--- src/rtl/nicnac16_bus_pkg.sv ---
// Shared definitions for the nicnac16 datapath bus: arbiter state encoding,
// requester indices and bus width.
package nicnac16_bus_pkg;

  typedef enum logic {
    ARB_IDLE  = 1'b0,
    ARB_GRANT = 1'b1
  } arb_state_e;

  localparam int REQ_A = 0;
  localparam int REQ_B = 1;
  localparam int REQ_C = 2;
  localparam int REQ_D = 3;

  localparam int BUS_W = 16;

  function automatic logic [3:0] onehot4(input logic [1:0] idx);
    return 4'b0001 << idx;
  endfunction

endpackage

--- src/rtl/bus_arbiter4_16_rr_pick4.sv ---
// Rotating-priority picker: first set request bit searching from ptr upward,
// wrapping modulo 4.
module rr_pick4 (
  input  logic [3:0] req,
  input  logic [1:0] ptr,
  output logic       valid,
  output logic [1:0] idx
);

  logic [1:0] cand;

  // Walk the search order backwards so the lowest offset from ptr wins last.
  always_comb begin
    valid = |req;
    idx   = ptr;
    cand  = ptr;
    for (int i = 3; i >= 0; i--) begin
      cand = ptr + 2'(i);
      if (req[cand]) idx = cand;
    end
  end

endmodule

--- src/rtl/bus_arbiter4_16.sv ---
// Round-robin arbiter driving the one-hot select of the 16-bit datapath bus mux.
// Optional forced release of long grants when BUS_ARB_TIMEOUT_EN is defined.
//
// state     | meaning
// ----------+--------------------------------------------------------------
// ARB_IDLE  | no select asserted; arbitrates REQ starting at ptr
// ARB_GRANT | one select asserted; held until owner drops REQ (or timeout)
module bus_arbiter4_16
  import nicnac16_bus_pkg::*;
#(
  parameter int MAX_HOLD = 16,
  parameter int CNT_W    = 8
) (
  input  logic       CLK,
  input  logic       RESET,
  input  logic [3:0] REQ,
  output logic       SEL_A,
  output logic       SEL_B,
  output logic       SEL_C,
  output logic       SEL_D,
  output logic [1:0] OWNER,
  output logic       BUSY,
  output logic       TIMEOUT
);

  if (MAX_HOLD < 2 || MAX_HOLD > 255 || CNT_W < $clog2(MAX_HOLD)) begin : g_param_err
    $error("bus_arbiter4_16: MAX_HOLD must be 2..255 and fit in CNT_W bits as MAX_HOLD-1");
  end

  arb_state_e state_q, state_d;
  logic [1:0] ptr_q, ptr_d;
  logic [1:0] owner_q, owner_d;
  logic [3:0] sel_q, sel_d;
  logic       timeout_q, timeout_d;
  logic       release_grant;
  logic       pick_valid;
  logic [1:0] pick_idx;

  rr_pick4 u_pick (
    .req   (REQ),
    .ptr   (ptr_q),
    .valid (pick_valid),
    .idx   (pick_idx)
  );

`ifdef BUS_ARB_TIMEOUT_EN
  localparam logic [CNT_W-1:0] HOLD_MAX = CNT_W'(MAX_HOLD - 1);
  logic [CNT_W-1:0] hold_q, hold_d;
`endif

  always_ff @(posedge CLK) begin
    if (RESET) begin
      state_q   <= ARB_IDLE;
      ptr_q     <= 2'd0;
      owner_q   <= 2'd0;
      sel_q     <= 4'b0000;
      timeout_q <= 1'b0;
`ifdef BUS_ARB_TIMEOUT_EN
      hold_q    <= '0;
`endif
    end else begin
      state_q   <= state_d;
      ptr_q     <= ptr_d;
      owner_q   <= owner_d;
      sel_q     <= sel_d;
      timeout_q <= timeout_d;
`ifdef BUS_ARB_TIMEOUT_EN
      hold_q    <= hold_d;
`endif
    end
  end

  always_comb begin
    state_d       = state_q;
    ptr_d         = ptr_q;
    owner_d       = owner_q;
    sel_d         = sel_q;
    timeout_d     = 1'b0;
    release_grant = 1'b0;
`ifdef BUS_ARB_TIMEOUT_EN
    hold_d        = hold_q;
`endif
    case (state_q)
      ARB_IDLE: begin
        if (pick_valid) begin
          state_d = ARB_GRANT;
          owner_d = pick_idx;
          sel_d   = onehot4(pick_idx);
`ifdef BUS_ARB_TIMEOUT_EN
          hold_d  = '0;
`endif
        end
      end
      ARB_GRANT: begin
        if (!REQ[owner_q]) begin
          release_grant = 1'b1;
`ifdef BUS_ARB_TIMEOUT_EN
        // Owner's own drop takes precedence, so a coincident timeout stays silent.
        end else if (hold_q == HOLD_MAX && (REQ & ~onehot4(owner_q)) != 4'b0000) begin
          release_grant = 1'b1;
          timeout_d     = 1'b1;
        end else if (hold_q != HOLD_MAX) begin
          hold_d = hold_q + 1'b1;
`endif
        end
        if (release_grant) begin
          state_d = ARB_IDLE;
          ptr_d   = owner_q + 2'd1;
          owner_d = 2'd0;
          sel_d   = 4'b0000;
        end
      end
      default: state_d = ARB_IDLE;
    endcase
  end

  assign SEL_A   = sel_q[REQ_A];
  assign SEL_B   = sel_q[REQ_B];
  assign SEL_C   = sel_q[REQ_C];
  assign SEL_D   = sel_q[REQ_D];
  assign OWNER   = owner_q;
  assign BUSY    = (state_q == ARB_GRANT);
  assign TIMEOUT = timeout_q;

endmodule

--- config.mk ---
export PLATFORM = sky130hd
export DESIGN_NAME = bus_arbiter4_16
export DESIGN_NICKNAME = d
export VERILOG_FILES = /design/src/rtl/nicnac16_bus_pkg.sv /design/src/rtl/bus_arbiter4_16_rr_pick4.sv /design/src/rtl/bus_arbiter4_16.sv
export SDC_FILE = /design/constraint.sdc
export NUM_CORES = 1
export LEC_CHECK = 0
export ABC_AREA = 1
export CAP_MARGIN = 20
export CELL_PAD_IN_SITES_DETAIL_PLACEMENT = 0
export CELL_PAD_IN_SITES_GLOBAL_PLACEMENT = 1
export CORE_MARGIN = 2
export CORE_UTILIZATION = 33
export DETAILED_ROUTE_END_ITERATION = 7
export PLACE_DENSITY = 0.77
export SETUP_SLACK_MARGIN = 0.05
export SYNTH_ARGS = -nofsm -noshare
export SYNTH_HDL_FRONTEND = slang
export SYNTH_SLANG_ARGS = --single-unit
--- constraint.sdc ---
create_clock -name CLK -period 1.43 [get_ports CLK]
set_input_delay 0.143 -clock CLK [delete_from_list [all_inputs] [get_ports CLK]]
set_output_delay 0.143 -clock CLK [all_outputs]
set_load 0.005 [all_outputs]
==> metrics.yaml <==
status: "finished clean"
layout_common_cells: "nand2_1, nand2_2, buf_4"
p_int_uw: 734.8
slowest_stage: "dfxtp_4"
dp_cells: 149
cts_num_sinks: 9
synth.avg_cell_area_um2: 6.330
period_share_pct: 98.53
synth_area_leaders: "dfxtp_1, nand2_1, a21oi_1"
layout_commonest_cell: "nand2_1"
period_minus_slack_ns: 1.409
synth_warnings: 0
layout-drive-gt1-share_pct: 42.42
synth_cells: 102
grt-ovfl-total: 0
core_area_um2: 1783
clk_pin_slew_ns: 0.06
worst_ep_required_time_ns: 1.63
worstSetupEndpointType: "flip-flop"
grt_pass1_wl_um: 2677
drt.antenna.violating_nets: 0
cp_max_fo: 6
p_leak_uw: 0.0005156
area_growth_pct: 58.33
setup_viol: 0
drtIter0Drc: 10
cts_root_buf: "clkbuf_4"
finalWeightedCongestion: 0.8129
place_hpwl_um: 1259
max_stage_delay_ns: 0.36
io_buffers: 12
avgViaCountPerCell: 4.567
cts_max_level: 1
holdWs_ns: 0.4624
worstSkewPairLatency_ns: 0.27
wl_per_cell_um: 11.11
synth.distinct_cells: 25
clkPwrFrac_pct: 16.4
final_net_count: 139
final_cells: 157
p_sw_share_pct: 40.75
yosysTopAreaCell: "dfxtp_1"
drc: 0
worstHoldPathType: "reg2reg"
n_antenna_cell: 0
p_seq_share_pct: 28.3
cts_tree: "yes"
crit_top_cell: "nand2_2"
grt_max_degree: 9
num_rows: 15
rsz0062_at_grt: "true"
rrSetupSlack_ns: 0.02
die_w_um: 48.23
cellPowerDensity_nw_per_um2: 1213
final.setup.worst_slack_ns: 0.02098
chipHeight_um: 48.23
antenna_found_initial: 0
crit_arrival_ns: 1.61
drv_slew: 0
clock.fmax_mhz: 709.7
seq_area_frac_synth_pct: 27.91
clk_path_buf_depth: 2
ys_seq_elements: 9
initial_core_util_pct: 36.21
syn_area_um2: 645.6
grt_pass1_vias: 627
cts_buffers: 3
final-hold-violation-count: 0
dieArea_um2: 2326
syn-num-nets: 108
comb_power_share_pct: 55.3
vias: 717
path_cells: "buf_6 -> inv_8 -> nand2_2 -> nand2_2 -> nand2_1 -> nand2_1 -> inv_1 -> nand2_2 -> nand2_2 -> nand2_4 -> nand2_4 -> nor2_2 -> nor2_1 -> nor2_1"
ios: 14
vdd_ir_drop_max_mv: 0.6043
p_sw_uw: 505.4
fin_worst_skew_ns: 0.004702
drt-total-wl_um: 1744
gr-usage-all-layers_pct: 16.98
firstDrtPassIters: 4
tns_ns: 0
pre_cts_slack_ns: -0.2717
crit_type: "reg2reg"
maxCapViolCount: 0
synth_top_area_share_pct: 27.91
start_kind: "flip-flop"
## registers in the layout, summed over array words and instances, names as in the netlist
name   cells
OWNER      2
BUSY       1
ptr_q      2
sel_q      4
## cell usage after synthesis, drive strengths merged
library cell / count
buf: 2
inv: 15
xor2: 1
a21oi: 10
clkdlybuf4s25: 1
nand4: 1
nor3b: 1
nand2: 40
nand3: 9
conb: 1
a211oi: 1
o21ai: 5
nor2: 5
dfxtp: 9
nor4: 1
## power by group through the flow
stage	combinational (uW)	sequential [uW]	clock, uW
6_report	686	351	203
5_1_grt	749	357	226
4_1_cts	657	349	209
3_5_place_dp	575	344	0
3_3_place_gp	568	347	0
2_1_floorplan	370	339	0
## kinds of logic (layout without fill, tap and decap cells)
family	count (synthesis)	after routing	share of synthesized area [%]
buf+inv	18	48	13.95
compound gates	16	16	13.37
flops	9	9	27.91
other cells	1	1	0.5808
simple gates	57	57	42.83
xor+xnor	1	1	1.357
## layer usage
metal / track usage [%] / routed length [um] / vias up / share of wire [%]
met5: 0 / 0 / - / 0
met4: 11.35 / 43 / 0 / 2.5
met3: 2.963 / 43 / 5 / 2.5
met2: 28.16 / 839 / 10 / 48
met1: 19.78 / 818 / 322 / 47
li1: - / - / 380 / -
## worst max-delay path: cells and delay by family (launching register included)
| kind | cells | cell delay [ns] |
|---|---|---|
| buffers and inverters | 3 | 0.22 |
| flip-flops | 1 | 0.36 |
| AND/OR/NAND/NOR | 11 | 0.75 |
## final timing paths
| kind | startpoint | endpoint | cells past startpoint |
|---|---|---|---|
| worst min register to register | sel_q[2] | sel_q[2] | 2 |
| worst max-delay path | ptr_q[0] | sel_q[3] | 14 |
| worst min-delay path | sel_q[2] | sel_q[2] | 2 |
| worst max register to register | ptr_q[0] | sel_q[3] | 14 |
## final cells by class
class | instances | area [um2]
Fill cell | 177 | 760.7
Multi-Input combinational cell | 75 | 437.9
Timing Repair Buffer | 29 | 269.0
Sequential cell | 9 | 193.9
Inverter | 15 | 63.81
Tap cell | 25 | 31.28
Clock buffer | 4 | 26.28
## per-stage QoR
stage	utilization [%]	power, uW	instance area, um2
floorplan	-	709.5	645.6
global placement	48.56	914.9	865.8
detailed placement	48.56	919.8	865.8
CTS	55.02	1215	980.9
global route	57.33	1331	1022
finish	57.33	1240	1022
## what timing repair did
item | 4_1_cts | 5_1_grt
resized for setup | 25 | 12
pin swaps | 7 | 6
setup buffers | 2 | 2
endpoints found under the setup margin | 8 | 10
hold buffers | 0 | 0
Note: power is estimated with default switching activity, not from simulation.
